--- src/rtl/beat_tone_gen.sv ---
// beat_tone_gen: maps beat indices through a writable score to a square-wave note output
module beat_tone_gen #(
  parameter int BEATLENGTH = 4,
  parameter int DIV_W      = 18,
  parameter int DIV_SHIFT  = 0
) (
  input  logic       clk,
  input  logic       rst,
  input  logic [7:0] ibeat,
  input  logic       wr_en,
  input  logic [7:0] wr_addr,
  input  logic [4:0] wr_note,
  input  logic       mute,
  output logic       audio_out,
  output logic [4:0] note_cur,
  output logic       note_valid,
  output logic       beat_tick
);
  localparam int AW = BEATLENGTH > 1 ? $clog2(BEATLENGTH) : 1;
  localparam logic [7:0] BL = 8'(BEATLENGTH);
  localparam logic [17:0] HP4 [12] = '{18'd191113, 18'd180387, 18'd170262, 18'd160706,
                                       18'd151686, 18'd143173, 18'd135137, 18'd127553,
                                       18'd120394, 18'd113636, 18'd107259, 18'd101239};
  logic [4:0] score [BEATLENGTH];
  logic [7:0] ibeat_q;
  logic [DIV_W-1:0] cnt, cnt_n, hp;
  logic [4:0] rd, note_n;
  logic [3:0] i4;
  logic [17:0] hv;
  logic [31:0] sh;
  logic beat_chg, wrap, phase, phase_n;
  always_comb begin
    beat_chg = ibeat != ibeat_q;
    rd = ibeat < BL ? score[ibeat[AW-1:0]] : 5'd0;
    note_n = beat_chg ? ((rd >= 5'd1 && rd <= 5'd24) ? rd : 5'd0) : note_cur;
    i4 = note_cur == 5'd0 ? 4'd0 : note_cur > 5'd12 ? 4'(note_cur - 5'd13) : 4'(note_cur - 5'd1);
    // octave 5 is exactly half the octave-4 half-period
    hv = note_cur > 5'd12 ? {1'b0, HP4[i4][17:1]} : HP4[i4];
    sh = 32'(hv) >> DIV_SHIFT;
    hp = sh == 32'd0 ? DIV_W'(1) : sh[DIV_W-1:0];
    wrap = cnt == hp - 1'b1;
    cnt_n = (beat_chg || note_cur == 5'd0 || wrap) ? '0 : cnt + 1'b1;
    phase_n = (beat_chg || note_cur == 5'd0) ? 1'b0 : phase ^ wrap;
  end
  always_ff @(posedge clk) begin
    if (rst) begin
      score      <= '{default: '0};
      ibeat_q    <= BL;
      note_cur   <= '0;
      cnt        <= '0;
      phase      <= 1'b0;
      audio_out  <= 1'b0;
      beat_tick  <= 1'b0;
      note_valid <= 1'b0;
    end else begin
      if (wr_en && wr_addr < BL) score[wr_addr[AW-1:0]] <= wr_note;
      ibeat_q    <= ibeat;
      beat_tick  <= beat_chg;
      note_cur   <= note_n;
      cnt        <= cnt_n;
      phase      <= phase_n;
      audio_out  <= phase_n & ~mute;
      note_valid <= (note_n != 5'd0) & ~mute;
    end
  end
endmodule

--- config.mk ---
export PLATFORM = sky130hd
export DESIGN_NAME = beat_tone_gen
export DESIGN_NICKNAME = d
export VERILOG_FILES = /design/src/rtl/beat_tone_gen.sv
export SDC_FILE = /design/constraint.sdc
export NUM_CORES = 1
export LEC_CHECK = 0
export BUFFER_PORTS_ARGS = -buffer_cell sky130_fd_sc_hd__buf_4
export CORE_ASPECT_RATIO = 0.9
export CORE_MARGIN = 8
export CORE_UTILIZATION = 65
export DETAILED_ROUTE_END_ITERATION = 8
export GPL_ROUTABILITY_DRIVEN = 0
export PLACE_DENSITY = 0.86
export SYNTH_ARGS = -nofsm -noshare
export SYNTH_HDL_FRONTEND = slang
export SYNTH_SLANG_ARGS = --single-unit
--- constraint.sdc ---
create_clock -name clk -period 13.6 [get_ports clk]
set_input_delay 2.04 -clock clk [delete_from_list [all_inputs] [get_ports clk]]
set_output_delay 2.04 -clock clk [all_outputs]
set_load 0.02 [all_outputs]
==> results of run 1 <==
worst reg2reg max path, delay by kind of cell (launching register included):
family,cells,cell delay (ns)
buffers and inverters,3,0.79
AND/OR/NAND/NOR,5,1.28
flip-flops,1,0.55
AO/OA/AOI/OAI,7,2.21
adder cells (fa/ha/maj),3,1.41
XOR/XNOR,1,0.63
metrics by stage:
step | cells | utilization [%] | total power [mW] | setup WS, ns
floorplan | 484 | - | 0.174 | 8.27
global placement | 562 | 69.2 | 0.181 | 7.00
detailed placement | 562 | 69.2 | 0.182 | 6.65
CTS | 570 | 70.7 | 0.274 | 6.68
global route | 570 | 70.7 | 0.281 | 5.92
finish | 570 | 70.7 | 0.272 | 6.59
power by group:
part	total [mW]	internal [mW]	switching [mW]
registers	0.163	0.162	0.000641
clock network	0.0942	0.0373	0.0569
logic	0.0147	0.00805	0.00661
total	0.272	0.208	0.0641
cell usage after synthesis (4+ instances only):
cell type,instances,share of area (%)
nand3_1,20,2.5
buf_2,7,0.89
inv_1,12,1.1
nor2b_1,12,1.9
and3_1,7,1.1
xor2_1,9,2.0
nor4_1,5,0.79
nand2_1,31,2.9
nand3b_1,5,0.95
ha_1,10,3.2
a211oi_1,5,0.95
clkbuf_1,15,1.4
or2_2,4,0.63
a22oi_1,4,0.76
nor2_1,70,6.6
nand2b_1,4,0.63
o21ai_0,27,3.4
mux2i_1,22,5.6
nor3_1,11,1.4
xnor2_1,30,6.6
o22ai_1,6,0.95
dfxtp_1,55,28
a21oi_1,17,2.2
nand4_1,7,1.1
mux4_2,5,2.8
nor2_2,4,0.63
o21ai_1,6,0.76
state kept, by name, summed over array words and instances, names as in the netlist:
signal / cells
audio_out: 1
beat_tick: 1
cnt: 18
ibeat_q: 8
note_cur: 5
note_valid: 1
phase: 1
score: 20
area by class of cell:
| type | count | share of cell area (%) |
|---|---|---|
| clock inverter | 3 | 0.559 |
| timing repair buffer | 34 | 6.00 |
| tap | 72 | 2.12 |
| clock buffer | 5 | 1.62 |
| multi-input combinational | 388 | 62.7 |
| inverter | 13 | 1.15 |
| sequential | 55 | 25.9 |
layer usage:
metal / GRT usage (%) / wire length [um] / up-vias
met1: 24.8 / 3960 / 1667
met4: 7.54 / 196 / 0
met3: 3.70 / 481 / 20
met2: 35.7 / 4460 / 103
li1: - / - / 1754
met5: 0 / 0 / -
cells by family after synthesis:
group           after synthesis  synth area share (%)
buf+inv                      41                  4.78
simple gates                200                  25.9
fa+ha+maj                    10                  3.16
flops                        55                  27.8
xor+xnor                     43                  10.7
compound gates              106                  18.5
mux                          29                  9.14
worst paths after layout:
kind	startpoint	endpoint	slack, ns	cells past startpoint
setup reg to reg	note_cur[0]	cnt[17]	6.59	19
hold / removal	score[4]	score[4]	0.50	2
hold reg to reg	score[4]	score[4]	0.50	2
setup / recovery	note_cur[0]	cnt[17]	6.59	19
==> impl_metrics.py, run 1 <==
metrics = {
    "global_routing": {
        "grt_pass1_vias": 3446,
        "track_usage_pct": 20.6,
        "antenna_found_initial": 0,
        "grt_overflow": 0,
        "grt_max_degree": 38,
        "grt_pass1_wl_um": 15700,
    },
    "floorplan": {
        "ios": 33,
        "fp.dieH_um": 90,
        "core-area_um2": 6010,
        "start_util_pct": 65.8,
        "row_count": 27,
        "dieWidth_um": 98.2,
        "die_area_um2": 8840,
    },
    "logic_synthesis": {
        "ys_ff_latch": 55,
        "async_flop_share_pct": 0,
        "syn-cell-area_um2": 3960,
        "synth_edf_count": 0,
        "ys_dominant_reg_cell": "dfxtp_1",
        "yosysSeqAreaShare_pct": 27.8,
        "avgSynthCellArea_um2": 8.17,
        "synthesis.nets": 519,
        "yosys_warnings": 0,
        "yosysUniqueCellTypes": 72,
        "synth_cells": 484,
    },
    "cts": {
        "cts_max_level": 2,
        "numCtsBuffers": 5,
        "post_cts_buffers": 0,
        "cts_hold_buffers": 0,
        "cts.sinks": 55,
        "clock_latency_ns": 0.31,
        "cts_root_buf": "clkbuf_8",
        "cts_tree": "built",
        "cts_resized": 0,
        "clockBufferDepth": 2,
        "clkTransAtPathRegs_ns": 0.10,
    },
    "critical_path": {
        "crit_top_cell": "ha_1",
        "critPathArrivalTime_ns": 7.18,
        "slowest_delay_ns": 0.95,
        "crit_chain": "inv_1 -> ha_1 -> o21bai_1 -> buf_4 -> clkinv_1 -> ha_1 -> o21a_1 -> nor2_2 -> xor2_2 -> a21oi_1 -> or2_2 -> o21ai_0 -> ha_1 -> nand4_2 -> or3_4 -> o21ai_0 -> o2111ai_1 -> o21ai_1 -> nor2_1",
        "endpoint_kind": "flop",
        "crit_path_start_kind": "flop",
        "cp.required_ns": 13.76,
        "criticalPathCategory": "flop to flop",
        "cpMaxStageDelayCell": "o21ai_1",
        "cp_top_family": "compound AO/OA/AOI/OAI gates",
        "path_max_fanout": 22,
        "critical_path_buf_inv_count": 3,
    },
    "layout": {
        "num-fill-cells": 485,
        "antennaDiodeCount": 0,
        "area_delta_synth_final_pct": 7.53,
        "nets": 532,
        "final_area_um2": 4250,
        "drive_gt1_share_pct": 15.1,
        "final_common_cell": "nor2_1",
        "most-common-layout-cells": "nor2_1, dfxtp_1, buf_4",
        "multi_input_area_um2": 2670,
        "seq_area_um2": 1100,
    },
    "sta": {
        "rsz0062_at_grt": "false",
        "final.period_utilization_pct": 51.6,
        "slew_headroom_pct": 19.9,
        "max_slew.worst_pin.slew_ns": 1.19,
        "fmax_mhz": 143,
        "finalHoldViolCount": 0,
        "clock_skew_ns": 0.00714,
        "slew_violations": 0,
        "holdWs_ns": 0.505,
        "setup_tns_ns": 0,
        "setup_viol": 0,
        "layout_min_cycle_time_ns": 7.01,
    },
    "outcome": {
        "outcome": "complete, no violations",
    },
    "routing": {
        "drt_iter0_drc": 241,
        "postRouteAntennaNets": 0,
        "drc": 0,
        "post_drt_wl_per_cell_um": 16.0,
        "num_vias": 3544,
        "dr.pass1.iters": 4,
        "post_drt_via_cell_ratio": 6.22,
        "wl_um": 9090,
    },
    "power": {
        "powerDensity_nw_per_um2": 63.9,
        "p_leak_nw": 1.71,
        "vdd_ir_drop_max_v": 0.0000632,
    },
    "place": {
        "dpl.hpwl_um": 6810,
        "place_area_um2": 4160,
        "port_buffers": 32,
    },
    "flow_run": {
        "maxCapViolations": 0,
    },
    "min_path": {
        "worstHoldPathType": "flop to flop",
    },
}
No activity file was read; power rests on OpenSTA's default activity.
==> inputs of run 2 (changes only) <==
ABC_AREA = 1   (was not set)
CORE_UTILIZATION = 55   (was 65)
PLACE_DENSITY = 0.77   (was 0.86)
clock period = 6.45 ns   (was 13.6 ns; I/O delays follow)
==> run 2 against run 1 <==
Setup slack got worse by 5.6 ns. Sequential share of layout area rose by 0.28 points. First-iteration DRC count down 22%. Register-to-register slack worse by 5.6 ns. Clock-buffer cell count stayed put. Non-clock buffer count down 2. Die area up 12%. Critical path type unchanged. Highest routed layer unchanged.
==> impl_metrics.py, run 2 <==
metrics = {
    "layout": {
        "final_area_um2": 4210,
        "most-common-layout-cells": "nand2_1, inv_1, nand3_1",
        "drive_gt1_share_pct": 12.3,
        "regMostFlops": "score",
        "area_delta_synth_final_pct": 9.58,
        "reg_top3": "score: 20 flops, cnt: 18 flops, ibeat_q: 8 flops",
        "largest_register_ffs": 20,
        "nets": 662,
        "antennaDiodeCount": 0,
        "final_common_cell": "nand2_1",
    },
    "routing": {
        "drt_iter0_drc": 189,
        "post_drt_via_cell_ratio": 5.28,
        "drc": 0,
        "dr.pass1.iters": 4,
        "num_vias": 3809,
        "wl_um": 9050,
        "post_drt_wl_per_cell_um": 12.6,
        "postRouteAntennaNets": 0,
    },
    "logic_synthesis": {
        "syn-cell-area_um2": 3840,
        "avgSynthCellArea_um2": 6.37,
        "yosys_warnings": 0,
        "async_flop_share_pct": 0,
        "ys_top_cells_by_count": "nand2_1, inv_1, nand3_1",
        "ys_top_cells_by_area": "dfxtp_1, nand2_1, nand3_1",
        "synth_adder_area_share_pct": 3.26,
        "yosys.area_share.simple_pct": 39.9,
        "synth_edf_count": 0,
        "yosysSeqAreaShare_pct": 28.7,
        "ys_dominant_reg_cell": "dfxtp_1",
        "synth_area_leader_cell": "dfxtp_1",
        "ys_ff_latch": 55,
        "synthMuxAreaShare_pct": 0,
        "yosysUniqueCellTypes": 38,
        "synth_top_family_by_area": "simple AND/OR/NAND/NOR gates",
        "synth_cells": 603,
        "synth-xor-area-share_pct": 5.02,
        "synth_compound_area_share_pct": 12.3,
        "synthesis.nets": 638,
        "synth_top_area_share_pct": 28.7,
        "yosysMostFrequentCell": "nand2_1",
    },
    "critical_path": {
        "critPathArrivalTime_ns": 5.72,
        "cp.required_ns": 6.66,
        "cpMaxStageDelayCell": "nand2_1",
        "crit_path_start_kind": "flop",
        "endpoint_kind": "flop",
        "criticalPathCategory": "flop to flop",
        "rrSetupSlack_ns": 0.94,
        "slowest_delay_ns": 0.54,
        "path_max_fanout": 25,
    },
    "sta": {
        "fmax_mhz": 182,
        "worst_slack_ns": 0.942,
        "finalHoldViolCount": 0,
        "max_slew.worst_pin.slew_ns": 0.987,
        "layout_min_cycle_time_ns": 5.51,
        "rsz0062_at_grt": "false",
        "slew_headroom_pct": 33.7,
        "setup_tns_ns": 0,
        "slew_violations": 0,
        "setup_viol": 0,
        "final.period_utilization_pct": 85.4,
        "clock_skew_ns": 0.00768,
    },
    "cts": {
        "cts_root_buf": "clkbuf_8",
        "clock_latency_ns": 0.33,
        "cts.sinks": 55,
        "post_cts_buffers": 0,
        "cts_resized": 0,
        "cts_hold_buffers": 0,
        "cts_tree": "built",
        "cts_max_level": 2,
        "clockBufferDepth": 2,
        "clkTransAtPathRegs_ns": 0.11,
        "numCtsBuffers": 5,
    },
    "global_routing": {
        "grt_max_degree": 26,
        "grt_pass1_wl_um": 15600,
        "track_usage_pct": 18.5,
        "grt_pass1_vias": 3525,
        "grt_overflow": 0,
        "antenna_found_initial": 0,
    },
    "outcome": {
        "outcome": "complete, no violations",
    },
    "power": {
        "switching_share_pct": 26.2,
        "switchingPower_mw": 0.158,
        "powerDensity_nw_per_um2": 143,
        "pwr-share-clk_pct": 35.7,
        "p_leak_nw": 1.92,
        "vdd_ir_drop_max_v": 0.0000779,
        "comb_power_share_pct": 7.2,
        "p_int_mw": 0.445,
        "power_frac_seq_pct": 57.1,
    },
    "floorplan": {
        "core-area_um2": 6890,
        "start_util_pct": 55.7,
        "die_area_um2": 9920,
        "ios": 33,
        "dieWidth_um": 104,
        "fp.dieH_um": 95.3,
        "row_count": 29,
    },
    "place": {
        "place_ws_ns": 1.09,
        "port_buffers": 32,
        "place_area_um2": 4110,
        "dpl.hpwl_um": 6940,
    },
    "flow_run": {
        "maxCapViolations": 0,
    },
    "min_path": {
        "worstHoldPathType": "flop to flop",
    },
}
-- run 2: logic make-up after synthesis --
| group | Yosys count |
|---|---|
| AND/OR/NAND/NOR | 326 |
| buffers and inverters | 102 |
| AO/OA/AOI/OAI | 88 |
| flip-flops | 55 |
| XOR/XNOR | 22 |
| adder cells (fa/ha/maj) | 10 |
-- run 2: path summary, 6_finish.rpt --
check	to	start	cells after the start
max	cnt[4]	note_cur[0]	29
min	cnt[9]	cnt[9]	2
max reg2reg	cnt[4]	note_cur[0]	29
min reg2reg	cnt[9]	cnt[9]	2
-- run 2: area by class of cell --
class / instances / area [um^2]
multi-input combinational: 446 / 2320
inverter: 87 / 327
clock buffer: 5 / 68.8
clock inverter: 3 / 33.8
sequential: 55 / 1100
tap: 93 / 116
timing repair buffer: 32 / 240
fill: 688 / 2690
-- run 2: per-layer routing --
layer,track usage [%],up-vias,part of all wire [%]
met3,3.85,13,4.7
met4,4.93,0,1.2
met5,0,-,0
li1,-,1998,-
met1,23.0,1711,48
met2,32.2,87,46
-- run 2: through the flow --
step                      hold WS [ns]  utilization, %  power (mW)  std cells
after floorplan                  0.447               -       0.376        603
after global placement           0.468            59.5       0.394        713
after detailed placement         0.477            59.5       0.395        713
after CTS                        0.495            61.0       0.607        721
after global routing             0.530            61.0       0.623        721
final                            0.496            61.0       0.602        721
-- run 2: worst max-delay path: cells and delay by family, from the launching register on --
kind            cells  cell delay [ns]
buf+inv             4             0.81
fa+ha+maj           3             1.04
flops               1             0.48
xor+xnor            1             0.12
simple gates       19             2.75
compound gates      2             0.17
-- run 2: power groups by stage --
stage / clock [mW] / sequential, mW / combinational (mW)
finish: 0.215 / 0.344 / 0.0433
global route: 0.231 / 0.345 / 0.0483
detailed placement: 0 / 0.352 / 0.0430
CTS: 0.219 / 0.344 / 0.0432
global placement: 0 / 0.352 / 0.0419
floorplan: 0 / 0.352 / 0.0243
==> inputs of run 3 (changes only) <==
CELL_PAD_IN_SITES_DETAIL_PLACEMENT = 1   (was not set)
CELL_PAD_IN_SITES_GLOBAL_PLACEMENT = 1   (was not set)
CORE_UTILIZATION = 38   (was 55)
PLACE_DENSITY = not set   (was 0.77)
PLACE_DENSITY_LB_ADDON = 0.1   (was not set)
==> run 3 against run 2 <==
Clock-buffer cell count is the same. Sequential power is essentially flat. Register-to-register slack gained 0.50 ns. Clock skew grew 0.0039 ns. Hold slack gained 0.0096 ns. Setup slack gained 0.50 ns. First-iteration DRC count grew 15%. Critical path type unchanged.
==> impl_metrics.py, run 3 (same netlist as run 2, synthesis figures left out) <==
metrics = {
    "sta": {
        "final.period_utilization_pct": 77.7,
        "slew_violations": 0,
        "fmax_mhz": 199,
        "clock_skew_ns": 0.0116,
        "setup_tns_ns": 0,
        "slew_headroom_pct": 24.3,
        "setup_viol": 0,
        "max_slew.worst_pin.slew_ns": 1.13,
        "layout_min_cycle_time_ns": 5.01,
        "finalHoldViolCount": 0,
        "rsz0062_at_grt": "false",
    },
    "power": {
        "p_leak_nw": 1.93,
        "powerDensity_nw_per_um2": 142,
        "vdd_ir_drop_max_v": 0.000123,
        "power_mw": 0.606,
    },
    "layout": {
        "area_delta_synth_final_pct": 11.1,
        "antennaDiodeCount": 0,
        "nets": 664,
        "most-common-layout-cells": "nand2_1, inv_1, nand3_1",
        "largest_register_ffs": 20,
        "final_common_cell": "nand2_1",
        "drive_gt1_share_pct": 12.5,
        "regMostFlops": "score",
        "reg_top3": "score: 20 flops, cnt: 18 flops, ibeat_q: 8 flops",
    },
    "floorplan": {
        "row_count": 35,
        "start_util_pct": 38.3,
        "dieWidth_um": 122,
        "ios": 33,
        "die_area_um2": 13600,
        "fp.dieH_um": 111,
        "core-area_um2": 10000,
    },
    "global_routing": {
        "grt_pass1_vias": 3986,
        "grt_max_degree": 26,
        "busiest_layer": "met2",
        "grtUsageMet1_pct": 22.3,
        "grtUsageMet2_pct": 26.5,
        "antenna_found_initial": 0,
        "track_usage_pct": 16.4,
        "use_met3_pct": 3.09,
        "grt_overflow": 0,
        "grt_pass1_wl_um": 18600,
    },
    "cts": {
        "cts_hold_buffers": 0,
        "cts_resized": 0,
        "cts_tree": "built",
        "numCtsBuffers": 5,
        "cts.sinks": 55,
        "clkTransAtPathRegs_ns": 0.12,
        "post_cts_buffers": 0,
        "clockBufferDepth": 2,
        "clock_latency_ns": 0.32,
        "cts_root_buf": "clkbuf_8",
        "cts_max_level": 2,
    },
    "routing": {
        "num_vias": 3868,
        "dr.pass1.iters": 4,
        "postRouteAntennaNets": 0,
        "post_drt_via_cell_ratio": 5.10,
        "drt_iter0_drc": 218,
        "post_drt_wl_per_cell_um": 14.3,
        "drc": 0,
        "wl_um": 10900,
    },
    "critical_path": {
        "slowest_delay_ns": 0.49,
        "worstRegToRegCells": 30,
        "cp.required_ns": 6.65,
        "endpoint_kind": "flop",
        "critPathArrivalTime_ns": 5.21,
        "rrSetupSlack_ns": 1.44,
        "crit_top_cell": "nand2_1",
        "crit_path_start_kind": "flop",
        "path_max_fanout": 23,
        "cpMaxStageDelayCell": "dfxtp_1",
        "criticalPathCategory": "flop to flop",
    },
    "place": {
        "port_buffers": 32,
        "dpl.hpwl_um": 8670,
    },
    "min_path": {
        "hold-path-cell-count": 2,
        "worstHoldPathType": "flop to flop",
    },
    "outcome": {
        "outcome": "complete, no violations",
    },
    "flow_run": {
        "maxCapViolations": 0,
    },
}
==> run 3: cell count changes in the layout (fill, tap and decap cells not counted), sizes merged <==
cell	previous run	this run
buf	32	34
==> run 3: area by class of cell <==
| class | count | area, um^2 |
|---|---|---|
| Tap cell | 129 | 161 |
| Fill cell | 1351 | 5760 |
| Multi-Input combinational cell | 446 | 2320 |
| Timing Repair Buffer | 34 | 255 |
| Clock buffer | 5 | 68.8 |
| Sequential cell | 55 | 1100 |
| Inverter | 87 | 327 |
| Clock inverter | 3 | 33.8 |
==> run 3: stage by stage <==
stage	hold slack (ns)	cells	area (um^2)	util, %	setup WS [ns]
3_3_place_gp	0.472	751	4170	41.5	1.75
2_1_floorplan	0.447	603	3840	-	2.20
4_1_cts	0.509	759	4270	42.6	1.43
5_1_grt	0.540	759	4270	42.6	0.846
3_5_place_dp	0.485	751	4170	41.5	1.47
6_report	0.506	759	4270	42.6	1.44
==> run 3: critical path, delay by kind of cell, from the launching register on <==
family,cells,cell delay (ns)
adder cells (fa/ha/maj),3,0.82
buffers and inverters,6,0.90
AND/OR/NAND/NOR,20,2.46
XOR/XNOR,1,0.20
flip-flops,1,0.49
==> run 3: worst paths after layout <==
kind | start | to
worst max-delay path | note_cur[0] | cnt[2]
worst min register to register | cnt[9] | cnt[9]
worst min-delay path | cnt[9] | cnt[9]
worst max register to register | note_cur[0] | cnt[2]
==> run 3: routing by layer <==
metal | routed length [um] | part of all wire (%)
met4 | 51 | 0.47
met1 | 5460 | 50
met3 | 434 | 4.0
met5 | 0 | 0
met2 | 4930 | 45
==> run 3: report_power, final <==
part           total (mW)  switching, mW  leakage (nW)  internal (mW)
Sequential          0.344        0.00140         0.445          0.343
Clock               0.218          0.135        0.0519         0.0830
Combinational      0.0445         0.0254          1.43         0.0191
Total               0.606          0.161          1.93          0.445
